===== config.mk =====
export PLATFORM = sky130hd
export DESIGN_NAME = serial_subtractor
export DESIGN_NICKNAME = d
export VERILOG_FILES = /design/src/rtl/serial_subtractor.sv
export SDC_FILE = /design/constraint.sdc
export NUM_CORES = 1
export LEC_CHECK = 0
export CORE_ASPECT_RATIO = 0.7
export CORE_MARGIN = 2
export CORE_UTILIZATION = 48
export CTS_CLUSTER_SIZE = 14
export DETAILED_ROUTE_END_ITERATION = 8
export GPL_ROUTABILITY_DRIVEN = 0
export HOLD_SLACK_MARGIN = 0.05
export PLACE_DENSITY = 0.81
export SYNTH_ARGS = -nofsm -noshare
export SYNTH_HDL_FRONTEND = slang
export SYNTH_SLANG_ARGS = --single-unit

===== constraint.sdc =====
create_clock -name clk -period 1.5 [get_ports clk]
set_input_delay 0.3 -clock clk [delete_from_list [all_inputs] [get_ports clk]]
set_output_delay 0.3 -clock clk [all_outputs]
set_load 0.05 [all_outputs]

===== src/rtl/serial_subtractor.sv =====
// serial_subtractor: bit-serial diff = a - b - bin, LSB first, with a start/busy/done handshake.
// Optional macro OVERFLOW_FLAG_EN adds a registered signed-overflow output ovf.
`default_nettype none

module serial_subtractor #(
  parameter int WIDTH = 8
) (
  input  logic             clk,
  input  logic             rst,
  input  logic             start,
  input  logic [WIDTH-1:0] a,
  input  logic [WIDTH-1:0] b,
  input  logic             bin,
  output logic             busy,
  output logic             done,
  output logic [WIDTH-1:0] diff,
  output logic             bout
`ifdef OVERFLOW_FLAG_EN
  ,
  output logic             ovf
`endif
);

  localparam int CNT_W = $clog2(WIDTH);
  localparam logic [CNT_W-1:0] CNT_LAST = CNT_W'(WIDTH - 1);

  typedef enum logic [1:0] {
    IDLE  = 2'd0,
    SHIFT = 2'd1,
    DONE  = 2'd2
  } state_t;

  state_t state, state_nxt;

  logic [WIDTH-1:0] sa, sb, res;
  logic             br;
  logic [CNT_W-1:0] cnt;

  logic load, shift, finish;
  logic d_bit, br_nxt;

  // One full-subtractor cell applied to the current LSBs.
  assign d_bit  = sa[0] ^ sb[0] ^ br;
  assign br_nxt = (~sa[0] & sb[0]) | (~(sa[0] ^ sb[0]) & br);

  always_ff @(posedge clk or posedge rst) begin
    if (rst) state <= IDLE;
    else     state <= state_nxt;
  end

  always_comb begin
    state_nxt = state;
    load      = 1'b0;
    shift     = 1'b0;
    finish    = 1'b0;
    case (state)
      IDLE: begin
        if (start) begin
          load      = 1'b1;
          state_nxt = SHIFT;
        end
      end
      SHIFT: begin
        shift = 1'b1;
        if (cnt == CNT_LAST) begin
          finish    = 1'b1;
          state_nxt = DONE;
        end
      end
      DONE:    state_nxt = IDLE;
      default: state_nxt = IDLE;
    endcase
  end

  assign busy = (state != IDLE);
  assign done = (state == DONE);

  always_ff @(posedge clk or posedge rst) begin
    if (rst) begin
      sa   <= '0;
      sb   <= '0;
      res  <= '0;
      br   <= 1'b0;
      cnt  <= '0;
      diff <= '0;
      bout <= 1'b0;
    end else if (load) begin
      sa  <= a;
      sb  <= b;
      br  <= bin;
      cnt <= '0;
    end else if (shift) begin
      sa  <= {1'b0, sa[WIDTH-1:1]};
      sb  <= {1'b0, sb[WIDTH-1:1]};
      res <= {d_bit, res[WIDTH-1:1]};
      br  <= br_nxt;
      if (finish) begin
        // The last bit is still in flight, so the result is assembled from it directly.
        diff <= {d_bit, res[WIDTH-1:1]};
        bout <= br_nxt;
      end else begin
        cnt <= cnt + 1'b1;
      end
    end
  end

`ifdef OVERFLOW_FLAG_EN
  // Operand sign bits are shifted out of sa/sb, so keep a copy for the overflow test.
  logic a_msb, b_msb;

  always_ff @(posedge clk or posedge rst) begin
    if (rst) begin
      a_msb <= 1'b0;
      b_msb <= 1'b0;
      ovf   <= 1'b0;
    end else if (load) begin
      a_msb <= a[WIDTH-1];
      b_msb <= b[WIDTH-1];
    end else if (finish) begin
      ovf <= (a_msb != b_msb) && (d_bit != a_msb);
    end
  end
`endif

endmodule

`default_nettype wire


==> reports/metrics.yaml, run 1 <==
logic_synthesis:
  synth_cell_types: 28
  synth_xor_area_frac: 0
  synthTopCellsByCount: "dfrtp_1 (38), inv_1 (19), mux2_4 (8), nor4b_1 (8)"
  synth_most_common_cell: "dfrtp_1"
  synth_flop_cell: "dfrtp_1"
  syn_area_per_cell_um2: 12.7
  synthCells: 151
  synth_seq_area_share: 0.497
  yosysTopAreaCell: "dfrtp_1"
  async_flop_share: 1.00
  synth_mux_area_frac: 0.109
  synth_warnings: 0
  ys_seq_elements: 38
  syn_nets: 174
  netlist_area_mm2: 0.00191
  synth-compound-area-share: 0.116
  synth.area.top_cells: "dfrtp_1 (50%), mux2_4 (6.3%), a221oi_2 (4.7%)"
  synth_enable_flop_cells: 0
  synth-simple-area-share: 0.170
  synth_top_family_by_area: "simple AND/OR/NAND/NOR gates"
  synth-adder-area-share: 0.0235
  yosysTopAreaCellShare: 0.497
grt:
  antenna_found_initial: 0
  grt_usage: 0.220
  grt_max_degree: 39
  grt_pass1_vias: 1515
  grt_pass1_wl_um: 7380
  grt.overflow.total: 0
layout:
  final_nets: 221
  multi_input_area_um2: 857
  antenna-diode-count: 0
  layout-drive-gt1-share: 0.402
  regArea_um2: 953
  post-route-util: 0.694
  areaGrowthSynthToFinish_pct: 40.4
  fill_cells: 264
  final_cells: 251
sta:
  hold_ws_ns: 0.355
  period_needed_ns: 1.52
  setup_viol: 3
  hold_viol: 0
  max_freq_mhz: 660
  setup_ws_ns: -0.0151
  max_slew_margin: 0.700
  worstMarginPinSlew_ns: 0.444
  slew_violations: 0
  rsz0062_at_grt: "true"
  timing.final.crit_share: 1.01
  fin_skew_ns: 0.00614
clock_tree:
  cts.clk_slew.worst_paths_ns: 0.08
  htreeDepth: 2
  tritoncts: "yes"
  root_buffer: "clkbuf_8"
  cts.sinks: 38
  clock_latency_ns: 0.30
  cts_buffers: 5
  clockBufferDepth: 2
floorplan:
  ios: 31
  die_h_um: 56.8
  fp.dieW_um: 79.5
  row_count: 19
  dieArea_mm2: 0.00452
  start_util: 0.494
  core-area_mm2: 0.00387
power:
  ir_drop_mv: 1.41
  power_density_mw_per_mm2: 2240
  p_leak_nw: 1.22
critical_path:
  path_max_fanout: 14
  start_kind: "flop"
  crit_type: "flop to flop"
  cp.arrival_ns: 1.68
  required_ns: 1.66
  cp-end-kind: "flop"
placement:
  dp.cells: 234
  portBuffers: 30
  dpl.hpwl_um: 3010
  pre_cts_slack_ns: -0.151
detailed_routing:
  drt_iter0_drc: 108
  drc: 0
  ant_nets: 0
  vias_per_cell: 5.64
  routedWlPerCell_um: 18.9
  drt_wl_total_um: 4740
  num_vias: 1415
  firstDrtPassIters: 4
status:
  violations: "setup timing"
  status: "complete, but fails checks"
flow_run:
  drv_cap: 0
min_path:
  worstHoldPathType: "input pin to asynchronous set/reset pin"
## report_power, final
part | leakage, nW | internal (mW) | total [mW] | switching, mW
Combinational | 0.725 | 1.69 | 3.22 | 1.53
Clock | 0.0524 | 0.498 | 0.870 | 0.373
Sequential | 0.440 | 1.53 | 1.94 | 0.410
Total | 1.22 | 3.71 | 6.02 | 2.31
## flip-flops by register name (all words and copies together), names as in the netlist
register	flops
diff	8
sa	8
sb	8
res	7
cnt	3
state	2
bout	1
br	1
## through the flow
| step | total power [mW] | instance area [um^2] | setup TNS, ns |
|---|---|---|---|
| floorplan | 3.68 | 1920 | 0 |
| global placement | 4.62 | 2440 | -0.361 |
| detailed placement | 4.85 | 2440 | -2.04 |
| CTS | 5.83 | 2620 | -0.0142 |
| global route | 6.33 | 2690 | -0.229 |
| finish | 6.02 | 2690 | -0.0338 |
## layer usage
layer,global-route usage,up-vias,routed length (um)
met5,0,-,0
met4,0.0542,0,165
met1,0.271,724,1870
met3,0.0675,12,199
li1,-,633,-
met2,0.379,46,2500
## worst paths after layout
path                       startpoint  endpoint  slack, ns  cells past startpoint
min in group clk                sa[7]     sa[7]       0.51                      1
max in group asynchronous         rst  state[0]       0.95                      3
setup / recovery             state[1]     sa[5]      -0.02                      4
hold / removal                    rst   diff[2]       0.35                      3
hold reg to reg                 sa[7]     sa[7]       0.51                      1
setup reg to reg             state[1]     sa[5]      -0.02                      4
## cell type report
cell class,instances,share of cell area
timing repair buffer,53,0.236
clock inverter,1,0.0112
inverter,19,0.0265
tap,52,0.0242
sequential,38,0.355
clock buffer,7,0.0284
multi-input combinational,81,0.319
## logic make-up after synthesis
family,after synthesis
and+or+nand+nor,40
DFF,38
buffers and inverters,32
AOI/OAI and AO/OA,22
muxes,16
adders and majority gates,3
## cell usage in the layout, fill, tap and decap left out, types with 2 or more instances in the layout
| cell | synthesis | final |
|---|---|---|
| a221oi_2 | 6 | 6 |
| buf_12 | 0 | 13 |
| buf_8 | 0 | 2 |
| nor4b_2 | 6 | 7 |
| mux2_4 | 8 | 8 |
| clkdlybuf4s50_1 | 0 | 19 |
| a211oi_1 | 7 | 5 |
| dfrtp_1 | 38 | 36 |
| a32o_1 | 2 | 2 |
| nand2b_1 | 2 | 2 |
| nor2b_1 | 4 | 2 |
| clkbuf_1 | 1 | 2 |
| buf_6 | 4 | 3 |
| a211oi_2 | 0 | 2 |
| and3_1 | 3 | 3 |
| mux2_2 | 7 | 7 |
| nor3b_1 | 7 | 7 |
| a222oi_1 | 2 | 2 |
| clkbuf_8 | 0 | 5 |
| inv_1 | 19 | 18 |
| nor2_1 | 6 | 6 |
| nor4b_1 | 8 | 7 |
| buf_4 | 1 | 16 |
| dfrtp_2 | 0 | 2 |
| a211o_1 | 3 | 3 |
## worst max-delay path, cell delays in order (launching register included)
cell	delay, ns
dfrtp_2	0.48
buf_4	0.16
buf_4	0.18
nor4b_1	0.46
a211oi_2	0.10
## repair_timing
action | 4_1_cts | 5_1_grt
buffers inserted | 5 | 4
resized for setup | 12 | 8
setup endpoints to repair | 12 | 18
hold buffers | 0 | 0
pin swaps | 0 | 1
Note: power is estimated with default switching activity, not from simulation.
==> run 2: changes to the inputs <==
--- a/config.mk
+++ b/config.mk
@@ -5,7 +5,6 @@
 export SDC_FILE = /design/constraint.sdc
 export NUM_CORES = 1
 export LEC_CHECK = 0
-export CORE_ASPECT_RATIO = 0.7
 export CORE_MARGIN = 2
 export CORE_UTILIZATION = 48
 export CTS_CLUSTER_SIZE = 14
==> run 2 against run 1 <==
Net effect: the run still ends with setup timing left; critical path type is now flop to output port; hold slack got worse by 0.0019 ns; via count decreased by 0.35%; first-iteration DRC count decreased by 56%.
==> reports/metrics.yaml, run 2 (synthesis gave the netlist of run 1 again) <==
status:
  status: "complete, but fails checks"
  violations: "setup timing"
grt:
  grt_pass1_vias: 1447  # -4.5%
  antenna_found_initial: 0  # unchanged
  grt_max_degree: 39  # unchanged
  grt.overflow.total: 0  # unchanged
  grt_usage: 0.224  # +0.00316
  grt_pass1_wl_um: 7180  # -2.6%
detailed_routing:
  ant_nets: 0  # unchanged
  drt_iter0_drc: 48  # -56%
  firstDrtPassIters: 4  # unchanged
  top_layer: "met4"
  vias_per_cell: 5.62  # -0.35%
  drt_wl_total_um: 4450  # -6.1%
  wl_met2_um: 2370  # -5.3%
  drc: 0  # unchanged
  routedWlPerCell_um: 17.7  # -6.1%
  num_vias: 1410  # -0.35%
  route.met3.wl_um: 222  # +12%
  drt-met1-wl_um: 1730  # -7.8%
critical_path:
  r2r-end: "cnt[0]"
  start_kind: "flop"
  worst-r2r-cell-count: 5  # +1
  crit_type: "flop to output port"
  r2r_slack_ns: 0.03  # +0.05 ns
  cp.arrival_ns: 1.21  # -0.47 ns
  r2r-start: "cnt[1]"
  cp-end-kind: "output port"
  required_ns: 1.20  # -0.46 ns
  path_max_fanout: 4  # -10
sta:
  rsz0062_at_grt: "true"
  max_freq_mhz: 663  # +0.51%
  slew_violations: 0  # unchanged
  timing.final.crit_share: 1.00  # -0.00514
  worstMarginPinSlew_ns: 0.298  # -0.146 ns
  setup_viol: 1  # -2
  period_needed_ns: 1.51  # -0.00771 ns
  setup_ws_ns: -0.00735  # +0.00771 ns
  fin_skew_ns: 0.00728  # +0.00114 ns
  finalSetupTns_ns: -0.00735  # +0.0265 ns
  hold_viol: 0  # unchanged
  max_slew_margin: 0.799  # +0.0987
placement:
  dpl.hpwl_um: 2820  # -6.4%
  portBuffers: 30  # unchanged
  pre_cts_slack_ns: -0.00479  # +0.147 ns
clock_tree:
  tritoncts: "yes"
  cts.clk_slew.worst_paths_ns: 0.07  # about the same
  cts.sinks: 38  # unchanged
  clockBufferDepth: 2  # unchanged
  root_buffer: "clkbuf_8"
  cts_buffers: 5  # unchanged
  htreeDepth: 2  # unchanged
  clock_latency_ns: 0.29  # about the same
layout:
  multi_input_area_um2: 852  # -0.58%
  layout-drive-gt1-share: 0.394  # -0.00792
  antenna-diode-count: 0  # unchanged
  reg.largest.list: "diff: 8 flops, sa: 8 flops, sb: 8 flops"
  regArea_um2: 952  # -0.13%
  layout_commonest_cell: "dfrtp_1"
  areaGrowthSynthToFinish_pct: 44.1
  layout_common_cells: "dfrtp_1 (37), buf_4 (20), clkdlybuf4s50_1 (19)"
  fill_cells: 263  # -0.38%
  final_nets: 225  # +1.8%
floorplan:
  ios: 31  # unchanged
  dieArea_mm2: 0.00451  # -0.18%
  core-area_mm2: 0.00374  # -3.4%
  row_count: 22  # +3
  start_util: 0.511  # +0.0173
  fp.dieW_um: 67.2  # -16%
  die_h_um: 67.2  # +18%
power:
  p_leak_nw: 1.27  # +4.1%
  ir_drop_mv: 1.11  # -21%
  power_density_mw_per_mm2: 2180  # -2.6%
flow_run:
  drv_cap: 0  # unchanged
min_path:
  worstHoldPathType: "input pin to asynchronous set/reset pin"
-- run 2: per-layer routing --
layer,vias up,track usage
li1,644,-
met1,707,0.242
met2,46,0.406
met3,13,0.0667
met4,0,0.0893
met5,-,0
-- run 2: power breakdown --
part | switching, mW | leakage (nW) | total (mW) | internal, mW
sequential | 0.392 | 0.441 | 1.92 | 1.52
combinational | 1.49 | 0.773 | 3.27 | 1.78
clock | 0.347 | 0.0524 | 0.845 | 0.497
-- run 2: worst max path at each step --
stage                        start       to  slack [ns]  cells past startpoint
after floorplan             cnt[0]  diff[0]       0.004                      5
after global placement       start   cnt[1]        0.03                      4
after detailed placement     start       br      -0.005                      4
after CTS                 state[0]     busy       0.005                      4
after global routing      state[1]     busy       -0.04                      4
final                     state[1]     busy      -0.007                      4
-- run 2: layout make-up --
| cell class | instances | share of cell area |
|---|---|---|
| clock buffers | 7 | 0.0277 |
| clock inverters | 1 | 0.0109 |
| inverters | 19 | 0.0259 |
| multi-input cells | 81 | 0.309 |
| flip-flops and latches | 38 | 0.345 |
| well taps | 48 | 0.0218 |
| repair buffers | 57 | 0.260 |
-- run 2: repair_timing --
action,CTS,global route
endpoints found under the setup margin,11,20
pin swaps,2,1
resized for setup,8,6
buffers inserted,8,2
hold buffers,0,0
gates cloned,2,0
-- run 2: worst max-delay path, cell delays in order (launching register included) --
cell,delay (ns)
dfrtp_2,0.46
buf_6,0.14
nor2_4,0.12
inv_2,0.06
buf_12,0.14
-- run 2: stage by stage --
step | area (um^2) | utilization | total power, mW | hold WS (ns) | std cells
after floorplan | 1920 | - | 3.68 | 0.466 | 151
after global placement | 2450 | 0.655 | 4.68 | 0.480 | 231
after detailed placement | 2450 | 0.655 | 4.85 | 0.491 | 231
after CTS | 2710 | 0.723 | 5.95 | 0.366 | 249
after global routing | 2760 | 0.737 | 6.37 | 0.399 | 251
final | 2760 | 0.737 | 6.03 | 0.353 | 251
==> run 3: changes to the inputs <==
--- a/config.mk
+++ b/config.mk
@@ -5,13 +5,15 @@
 export SDC_FILE = /design/constraint.sdc
 export NUM_CORES = 1
 export LEC_CHECK = 0
+export CELL_PAD_IN_SITES_DETAIL_PLACEMENT = 1
+export CELL_PAD_IN_SITES_GLOBAL_PLACEMENT = 2
 export CORE_MARGIN = 2
-export CORE_UTILIZATION = 48
+export CORE_UTILIZATION = 32
 export CTS_CLUSTER_SIZE = 14
 export DETAILED_ROUTE_END_ITERATION = 8
 export GPL_ROUTABILITY_DRIVEN = 0
 export HOLD_SLACK_MARGIN = 0.05
-export PLACE_DENSITY = 0.81
+export PLACE_DENSITY = 0.8
 export SYNTH_ARGS = -nofsm -noshare
 export SYNTH_HDL_FRONTEND = slang
 export SYNTH_SLANG_ARGS = --single-unit
==> run 3 against run 2 <==
Net effect: the run now ends clean; first-iteration DRC count rose by 35%; power fell by 5.5%; worst setup slack improved by 0.015 ns; register-to-register slack barely moved; die area rose by 47%; utilization fell by 28 points; clock power fell by 17%; sequential power barely moved; combinational power fell by 6%; sequential share of layout area rose by 1.1 points; critical path type unchanged; critical endpoint unchanged.
==> reports/metrics.yaml, run 3 (synthesis gave the netlist of run 1 again) <==
power:
  ir_drop_mv: 0.881  # -21%
  combPwrFrac: 0.542  # about the same
  power_density_mw_per_mm2: 2130  # -2.5%
  clkPwrFrac: 0.123  # -0.017
  power.net_switching_mw: 2.18  # -2.4%
  internal_power_mw: 3.52  # -7.4%
  p_leak_nw: 1.20  # -5.0%
  p_sw_frac: 0.382  # +0.0124
  p_seq_frac: 0.336  # +0.018
critical_path:
  start_kind: "flop"
  r2r-end: "diff[3]"
  r2r_slack_ns: 0.04  # about the same
  r2r-start: "cnt[0]"
  path_cells: "buf_4 > nor2_4 > inv_2 > buf_12"
  path_max_fanout: 4  # unchanged
  cp_slowest_cell: "dfrtp_2"
  worst-r2r-cell-count: 5  # unchanged
  cp.arrival_ns: 1.19  # -0.02 ns
  crit_type: "flop to output port"
  required_ns: 1.20  # about the same
  cp-end-kind: "output port"
  cpPeakStageDelay_ns: 0.44  # -0.02 ns
min_path:
  worstHoldPathType: "input pin to asynchronous set/reset pin"
sta:
  timing.final.crit_share: 0.995  # -0.00995
  rsz0062_at_grt: "true"
  max_freq_mhz: 670  # +1.0%
  period_needed_ns: 1.49  # -0.0149 ns
  max_slew_margin: 0.794  # -0.00484
  setup_viol: 0  # -1
  worstMarginPinSlew_ns: 0.305  # +0.00703 ns
  hold_viol: 0  # unchanged
  slew_violations: 0  # unchanged
  fin_skew_ns: 0.00780  # +0.000516 ns
  finalSetupTns_ns: 0  # +0.00735 ns
layout:
  final_cells: 272  # +8.4%
  antenna-diode-count: 0  # unchanged
  layout-drive-gt1-share: 0.386  # -0.00830
  final_nets: 221  # -1.8%
  areaGrowthSynthToFinish_pct: 39.7
  layout_commonest_cell: "dfrtp_1"
  reg.largest.list: "diff: 8 flops, sa: 8 flops, sb: 8 flops"
  layout_common_cells: "dfrtp_1 (36), clkdlybuf4s50_1 (19), inv_1 (18)"
  final_area_mm2: 0.00267  # -3.1%
floorplan:
  start_util: 0.327  # -0.184
  die_h_um: 81.3  # +21%
  row_count: 28  # +27%
  core-area_mm2: 0.00585  # +56%
  fp.dieW_um: 81.3  # +21%
  dieArea_mm2: 0.00662  # +47%
  ios: 31  # unchanged
detailed_routing:
  firstDrtPassIters: 4  # unchanged
  drt_iter0_drc: 65  # +35%
  vias_per_cell: 5.11  # -9.0%
  ant_nets: 0  # unchanged
  drc: 0  # unchanged
  routedWlPerCell_um: 17.1  # -3.3%
  drt_wl_total_um: 4660  # +4.7%
  num_vias: 1391  # -1.3%
clock_tree:
  clockBufferDepth: 2  # unchanged
  clock_latency_ns: 0.28  # about the same
  htreeDepth: 2  # unchanged
  cts.sinks: 38  # unchanged
  cts_buffers: 5  # unchanged
  root_buffer: "clkbuf_8"
  tritoncts: "yes"
  hold_buffers: 0  # unchanged
  cts.clk_slew.worst_paths_ns: 0.07  # about the same
grt:
  grt_usage: 0.157  # -0.0663
  grt_pass1_vias: 1572  # +8.6%
  grt_max_degree: 39  # unchanged
  grt.overflow.total: 0  # unchanged
  grt_pass1_wl_um: 7750  # +7.9%
  antenna_found_initial: 0  # unchanged
placement:
  dp.cells: 261  # +13%
  dpl_cell_area_mm2: 0.00251  # +2.3%
  portBuffers: 30  # unchanged
  dpl.hpwl_um: 3450  # +22%
flow_run:
  drv_cap: 0  # unchanged
status:
  status: "finished clean"
-- run 3: cell count changes in the layout (fill, tap and decap cells not counted), sizes merged --
cell    before  now
buf         36   34
bufbuf       2    0
bufinv       1    0
clkbuf       7    6
-- run 3: through the flow --
stage | power, mW | setup WS [ns] | utilization | hold WS (ns)
2_1_floorplan | 3.68 | 0.00428 | - | 0.466
3_3_place_gp | 4.72 | -0.00781 | 0.429 | 0.478
3_5_place_dp | 4.93 | -0.0656 | 0.429 | 0.496
4_1_cts | 5.72 | -0.0115 | 0.450 | 0.376
5_1_grt | 6.06 | -0.0513 | 0.457 | 0.404
6_report | 5.69 | 0.00758 | 0.457 | 0.369
-- run 3: layout make-up --
class                           count  area (um^2)
Timing Repair Buffer               53          636
Sequential cell                    38          953
Clock buffer                        6         82.6
Inverter                           19         71.3
Fill cell                         607         3180
Multi-Input combinational cell     81          837
Tap cell                           75         93.8
-- run 3: power by group through the flow --
| stage | Clock, mW | Sequential, mW | Combinational, mW |
|---|---|---|---|
| global route | 0.774 | 1.98 | 3.31 |
| global placement | 0 | 1.88 | 2.83 |
| floorplan | 0 | 2.18 | 1.50 |
| CTS | 0.733 | 1.91 | 3.07 |
| detailed placement | 0 | 1.94 | 2.99 |
| finish | 0.699 | 1.91 | 3.08 |
-- run 3: critical path: cells and delay by family (launching register included) --
family | cells | cell delay, ns
buffers and inverters | 3 | 0.36
DFF | 1 | 0.44
and+or+nand+nor | 1 | 0.11
-- run 3: worst max path at each step --
| stage | cells after the start | start | slack [ns] | endpoint |
|---|---|---|---|---|
| 5_1_grt | 3 | state[1] | -0.05 | done |
| 4_1_cts | 4 | state[1] | -0.01 | busy |
| 2_1_floorplan | 5 | cnt[0] | 0.004 | diff[0] |
| 3_3_place_gp | 4 | start | -0.008 | cnt[2] |
| 6_report | 4 | state[1] | 0.008 | busy |
| 3_5_place_dp | 4 | start | -0.07 | cnt[2] |
-- run 3: metal layers --
metal,wire length (um),vias to the layer above,track usage,share of wire
met2,2490,35,0.288,0.54
met4,74,0,0.0542,0.016
met5,0,-,0,0
li1,-,633,-,-
met1,1920,715,0.176,0.41
met3,173,8,0.0400,0.037
-- run 3: repair_timing --
| action | in CTS | in global routing |
|---|---|---|
| resized for setup | 8 | 5 |
| buffers inserted | 3 | 2 |
| endpoints found under the setup margin | 11 | 20 |
| pin swaps | 1 | 2 |
